File: config.mk
export PLATFORM = sky130hd
export DESIGN_NAME = sobel_window_ctrl
export DESIGN_NICKNAME = d
export VERILOG_FILES = /design/src/rtl/sobel_window_ctrl.sv
export SDC_FILE = /design/constraint.sdc
export NUM_CORES = 1
export LEC_CHECK = 0
export BUFFER_PORTS_ARGS = -buffer_cell sky130_fd_sc_hd__buf_2
export CAP_MARGIN = 30
export CORE_UTILIZATION = 58
export DETAILED_ROUTE_END_ITERATION = 12
export GPL_ROUTABILITY_DRIVEN = 0
export PLACE_DENSITY_LB_ADDON = 0.05
export SLEW_MARGIN = 20
export SYNTH_ARGS = -nofsm -noshare
export SYNTH_HDL_FRONTEND = slang
export SYNTH_SLANG_ARGS = --single-unit
File: constraint.sdc
create_clock -name clk -period 2.45 [get_ports clk]
set_input_delay 0.3675 -clock clk [delete_from_list [all_inputs] [get_ports clk]]
set_output_delay 0.3675 -clock clk [all_outputs]
set_load 0.01 [all_outputs]
File: src/rtl/sobel_window_ctrl.sv
// Sequencing controller for a 3x3 Sobel window: counts pixels of one frame,
// drives line-buffer writes and window shifts, and flags complete windows.
module sobel_window_ctrl #(
    parameter int IMG_W = 512,
    parameter int IMG_H = 512,
    parameter int CNT_W = 10
) (
    input  logic             clk,
    input  logic             rst_n,
    input  logic             start_i,
    input  logic             pix_valid_i,
    output logic             lb_wr_en_o,
    output logic [CNT_W-1:0] lb_addr_o,
    output logic             win_shift_o,
    output logic             win_valid_o,
    output logic [CNT_W-1:0] col_o,
    output logic [CNT_W-1:0] row_o,
    output logic             busy_o,
    output logic             frame_done_o,
    output logic             overrun_err_o
);

    typedef enum logic [1:0] {S_IDLE, S_FILL, S_RUN, S_DONE} state_e;

    localparam logic [CNT_W-1:0] COL_LAST = CNT_W'(IMG_W - 1);
    localparam logic [CNT_W-1:0] ROW_LAST = CNT_W'(IMG_H - 1);

    state_e           state_q, state_d;
    logic [CNT_W-1:0] col_q, col_d;
    logic [CNT_W-1:0] row_q, row_d;
    logic             overrun_q, overrun_d;
    logic             accept, win_hit;

    logic             lb_wr_en_q, win_shift_q, win_valid_q;
    logic             busy_q, frame_done_q;
    logic [CNT_W-1:0] lb_addr_q, col_o_q, row_o_q;

    always_comb begin
        // NOTE: every signal gets a default first so no path leaves one unassigned (no latches).
        state_d   = state_q;
        col_d     = col_q;
        row_d     = row_q;
        overrun_d = overrun_q;
        accept    = 1'b0;
        unique case (state_q)
            S_IDLE: begin
                if (pix_valid_i) overrun_d = 1'b1;
                // A simultaneous start overrides the overrun raised by a stray pixel.
                if (start_i) begin
                    state_d   = S_FILL;
                    col_d     = '0;
                    row_d     = '0;
                    overrun_d = 1'b0;
                end
            end
            S_FILL, S_RUN: begin
                if (pix_valid_i) begin
                    accept = 1'b1;
                    if (col_q == COL_LAST) begin
                        col_d = '0;
                        row_d = row_q + CNT_W'(1);
                        if (state_q == S_FILL && row_q == CNT_W'(1)) state_d = S_RUN;
                        if (state_q == S_RUN && row_q == ROW_LAST)   state_d = S_DONE;
                    end else begin
                        col_d = col_q + CNT_W'(1);
                    end
                end
            end
            S_DONE: begin
                if (pix_valid_i) overrun_d = 1'b1;
                state_d = S_IDLE;
            end
            default: state_d = S_IDLE;
        endcase
    end

    assign win_hit = accept && (row_q >= CNT_W'(2)) && (col_q >= CNT_W'(2));

    // NOTE: sequential state uses non-blocking assignments so all registers update together.
    always_ff @(posedge clk or negedge rst_n) begin
        if (!rst_n) begin
            state_q      <= S_IDLE;
            col_q        <= '0;
            row_q        <= '0;
            overrun_q    <= 1'b0;
            lb_wr_en_q   <= 1'b0;
            win_shift_q  <= 1'b0;
            win_valid_q  <= 1'b0;
            busy_q       <= 1'b0;
            frame_done_q <= 1'b0;
            lb_addr_q    <= '0;
            col_o_q      <= '0;
            row_o_q      <= '0;
        end else begin
            state_q      <= state_d;
            col_q        <= col_d;
            row_q        <= row_d;
            overrun_q    <= overrun_d;
            lb_wr_en_q   <= accept;
            win_shift_q  <= accept;
            win_valid_q  <= win_hit;
            busy_q       <= (state_d == S_FILL) || (state_d == S_RUN);
            frame_done_q <= (state_q == S_DONE);
            if (accept) lb_addr_q <= col_q;
            if (win_hit) begin
                col_o_q <= col_q - CNT_W'(1);
                row_o_q <= row_q - CNT_W'(1);
            end
        end
    end

    assign lb_wr_en_o    = lb_wr_en_q;
    assign lb_addr_o     = lb_addr_q;
    assign win_shift_o   = win_shift_q;
    assign win_valid_o   = win_valid_q;
    assign col_o         = col_o_q;
    assign row_o         = row_o_q;
    assign busy_o        = busy_q;
    assign frame_done_o  = frame_done_q;
    assign overrun_err_o = overrun_q;

endmodule
==> summary.txt <==
Power
  • Reg power frac: 45.8%
  • P_int: 1.66 mW
  • Peak supply drop: 0.614 mV
  • Power Density: 640 nW/um^2
  • Power, Total: 2.36 mW
  • Psw: 699 uW
  • Sw Share: 29.6%
  • P_leak: 1.80 nW
  • Clk pwr share: 34.3%
  • Comb power frac: 19.8%

Finish
  • Layout area overhead: 19.1%
  • Share of cells above drive strength 1: 32.8%
  • Filler cells: 400
  • ANT cells: 0
  • Fin nets: 359

GRT
  • GRT Residual Overflow: 0
  • Largest net degree at the start of global routing: 23
  • Vias in the first global route: 2222
  • Total GRT Usage: 25.7%
  • First-pass GRT wire length: 10600 um
  • Initial antenna violation count: 0

Yosys
  • Seq/Total Area, Yosys: 46.1%
  • Synth Flop Type: dfrtp_1
  • Syn Nets: 299
  • Post-Synth Simple-Gate Area: 17.2%
  • Synth Area in Compound Gates: 8.16%
  • Ranking of synthesized cells by area: dfrtp_1 46%, mux2_4 8.2%, ha_1 4.4%
  • Synth top area share: 46.1%
  • Multiplexer share of the synthesized area: 13.1%
  • Warnings, synthesis: 0
  • Area share of xor/xnor cells in the synthesized design: 5.66%
  • Post-synthesis cell area: 3100 sq um
  • Post-synth top area cell: dfrtp_1
  • Asr flop ratio synth: 100%
  • Count leader, synth: dfrtp_1
  • Distinct cells, synth: 43
  • Post-Syn Instances: 284
  • FF+latch count, synth: 57
  • Most common library cells after synthesis: 57 x dfrtp_1, 20 x nand2_1, 17 x mux2_4
  • Post-synth EDFFs: 0
  • Syn_area_per_cell: 10.9 sq um
  • Largest family of logic cells by synthesized area: simple AND/OR/NAND/NOR gates
  • Post-Synth Adder-Cell Area: 4.44%

Min path
  • Worst Hold Class: in -> async

Setup path
  • Crit path buf inv count: 1
  • CP max-delay cell: or4_4
  • Top delay family on crit path: simple AND/OR/NAND/NOR gates
  • Data required, critical path: 2660 ps
  • Setup crit end kind: flip-flop
  • Critical path data arrival time: 2480 ps
  • Crit path cell chain: or4_4 > a2111oi_4 > nor3_4 > buf_8 > mux2_4
  • Crit Path Class: reg -> reg
  • CP Launch Type: flip-flop
  • Worst-path fanout max: 14
  • Worst path max stage delay: 620 ps

Floorplanning
  • Floorplan core area: 5140 sq um
  • Die ar.: 5640 sq um
  • Die Wd: 75.1 um
  • Die height: 75.1 um
  • Initial Utilization: 60.2%
  • Cell row count: 26
  • Num ports: 40

Outcome
  • Violated checks: hold timing
  • Status: finished with violations

Clock network
  • CTS Buf Count: 9
  • H-tree depth: 3
  • CTS hold repair buffers: 0
  • TritonCTS Sinks: 57
  • Clock Pin Slew Worst Setup and Hold Paths: 70 ps
  • CTS tree: done
  • Maximum buffer depth of the clock tree: 2
  • Clk_lat worst skew: 330 ps
  • Post CTS Setup Buffer Count: 0
  • Cts repair resizes: 0
  • Clk root buf: clkbuf_8

Timing
  • Worst Skew: 8.80 ps
  • Worst slew margin: 63.1%
  • Min Tclk post-route: 2270 ps
  • RSZ-0062 raised after global routing: false
  • Endpoints failing hold: 14
  • Slew Limit Fails: 0
  • Slew @ Worst Pin: 551 ps
  • Fmax achieved: 441 MHz
  • Crit share post-route: 92.5%
  • WHS: -9.94 ps
  • Setup_tns: 0 ps
  • Final setup fails: 0

Detailed routing
  • Drt total wl: 6490 um
  • # DRC: 0
  • Drt via density: 5.65
  • Initial DRT Pass Iterations: 4
  • Wire length per cell after detailed routing: 15.5 um
  • DR vias: 2362
  • Final ANT Viol Nets: 0
  • Detailed Route Iter0 Violations: 93

Job
  • Max capacitance violation total: 0

Placement
  • Hpwl dp: 4800 um
  • IO Port Bufs: 39
-- state kept, by name (all words and copies together) (netlist names), 2 cells and up --
| register | cells |
|---|---|
| col_o | 10 |
| row_o | 10 |
| row_q | 10 |
| col_q | 10 |
| lb_addr_o | 10 |
| state_q | 2 |
-- power groups by stage --
stage / combinational (mW) / sequential [mW] / clock (mW)
after global routing: 0.523 / 1.09 / 0.874
final: 0.468 / 1.08 / 0.811
after detailed placement: 0.467 / 1.10 / 0
after CTS: 0.468 / 1.08 / 0.826
after floorplan: 0.314 / 1.09 / 0
after global placement: 0.461 / 1.10 / 0
-- cell families after synthesis --
logic type | Yosys count
AOI/OAI and AO/OA | 35
xor gates and xnor gates | 20
adders and majority gates | 11
buffers and inverters | 35
DFF | 57
muxes | 31
and+or+nand+nor | 95
-- cell usage in the layout, fill, tap and decap left out, types with 9 or more instances in the layout --
cell / Yosys / final
nor2_1: 15 / 15
xnor2_1: 12 / 12
nand2_1: 20 / 20
buf_4: 1 / 28
nand3_1: 9 / 9
dfrtp_1: 57 / 57
or4_1: 12 / 11
buf_2: 8 / 39
clkbuf_8: 0 / 12
inv_1: 16 / 16
mux2_4: 17 / 17
ha_1: 11 / 11
-- per-layer routing --
metal / global-route usage, % / vias up / wire [um]
met2: 39.2 / 94 / 2900
met4: 10.7 / 0 / 92
met3: 5.89 / 12 / 400
met1: 35.3 / 1116 / 3100
met5: 0 / - / 0
li1: - / 1140 / -
-- metrics by stage --
| stage | setup WS [ps] | utilization, % | std cells | instance area (sq um) |
|---|---|---|---|---|
| global route | 48.7 | 71.8 | 418 | 3690 |
| floorplan | 302 | - | 284 | 3100 |
| CTS | 126 | 71.7 | 418 | 3680 |
| finish | 184 | 71.8 | 418 | 3690 |
| detailed placement | 138 | 68.2 | 403 | 3500 |
| global placement | 99.3 | 67.9 | 402 | 3490 |
-- path summary, 6_finish.rpt --
check	start	endpoint	slack [ps]	cells past startpoint
worst min register to register	lb_addr_o[7]	lb_addr_o[7]	470	2
max in group asynchronous	rst_n	lb_addr_o[0]	1820	2
worst max register to register	row_q[6]	col_o[5]	180	5
worst max-delay path	row_q[6]	col_o[5]	180	5
worst min-delay path	rst_n	row_q[7]	-10	1
min in group clk	start_i	overrun_err_o	330	2
-- area by class of cell --
class                           instances  area (sq um)  area share [%]
Clock inverter                          2          12.5           0.339
Tap cell                               70          87.6            2.37
Sequential cell                        57          1430            38.7
Inverter                               16          60.1            1.63
Timing Repair Buffer                   68           420            11.4
Clock buffer                           13           169            4.58
Multi-Input combinational cell        192          1510            41.0
Power figures use the tool's default switching activity.
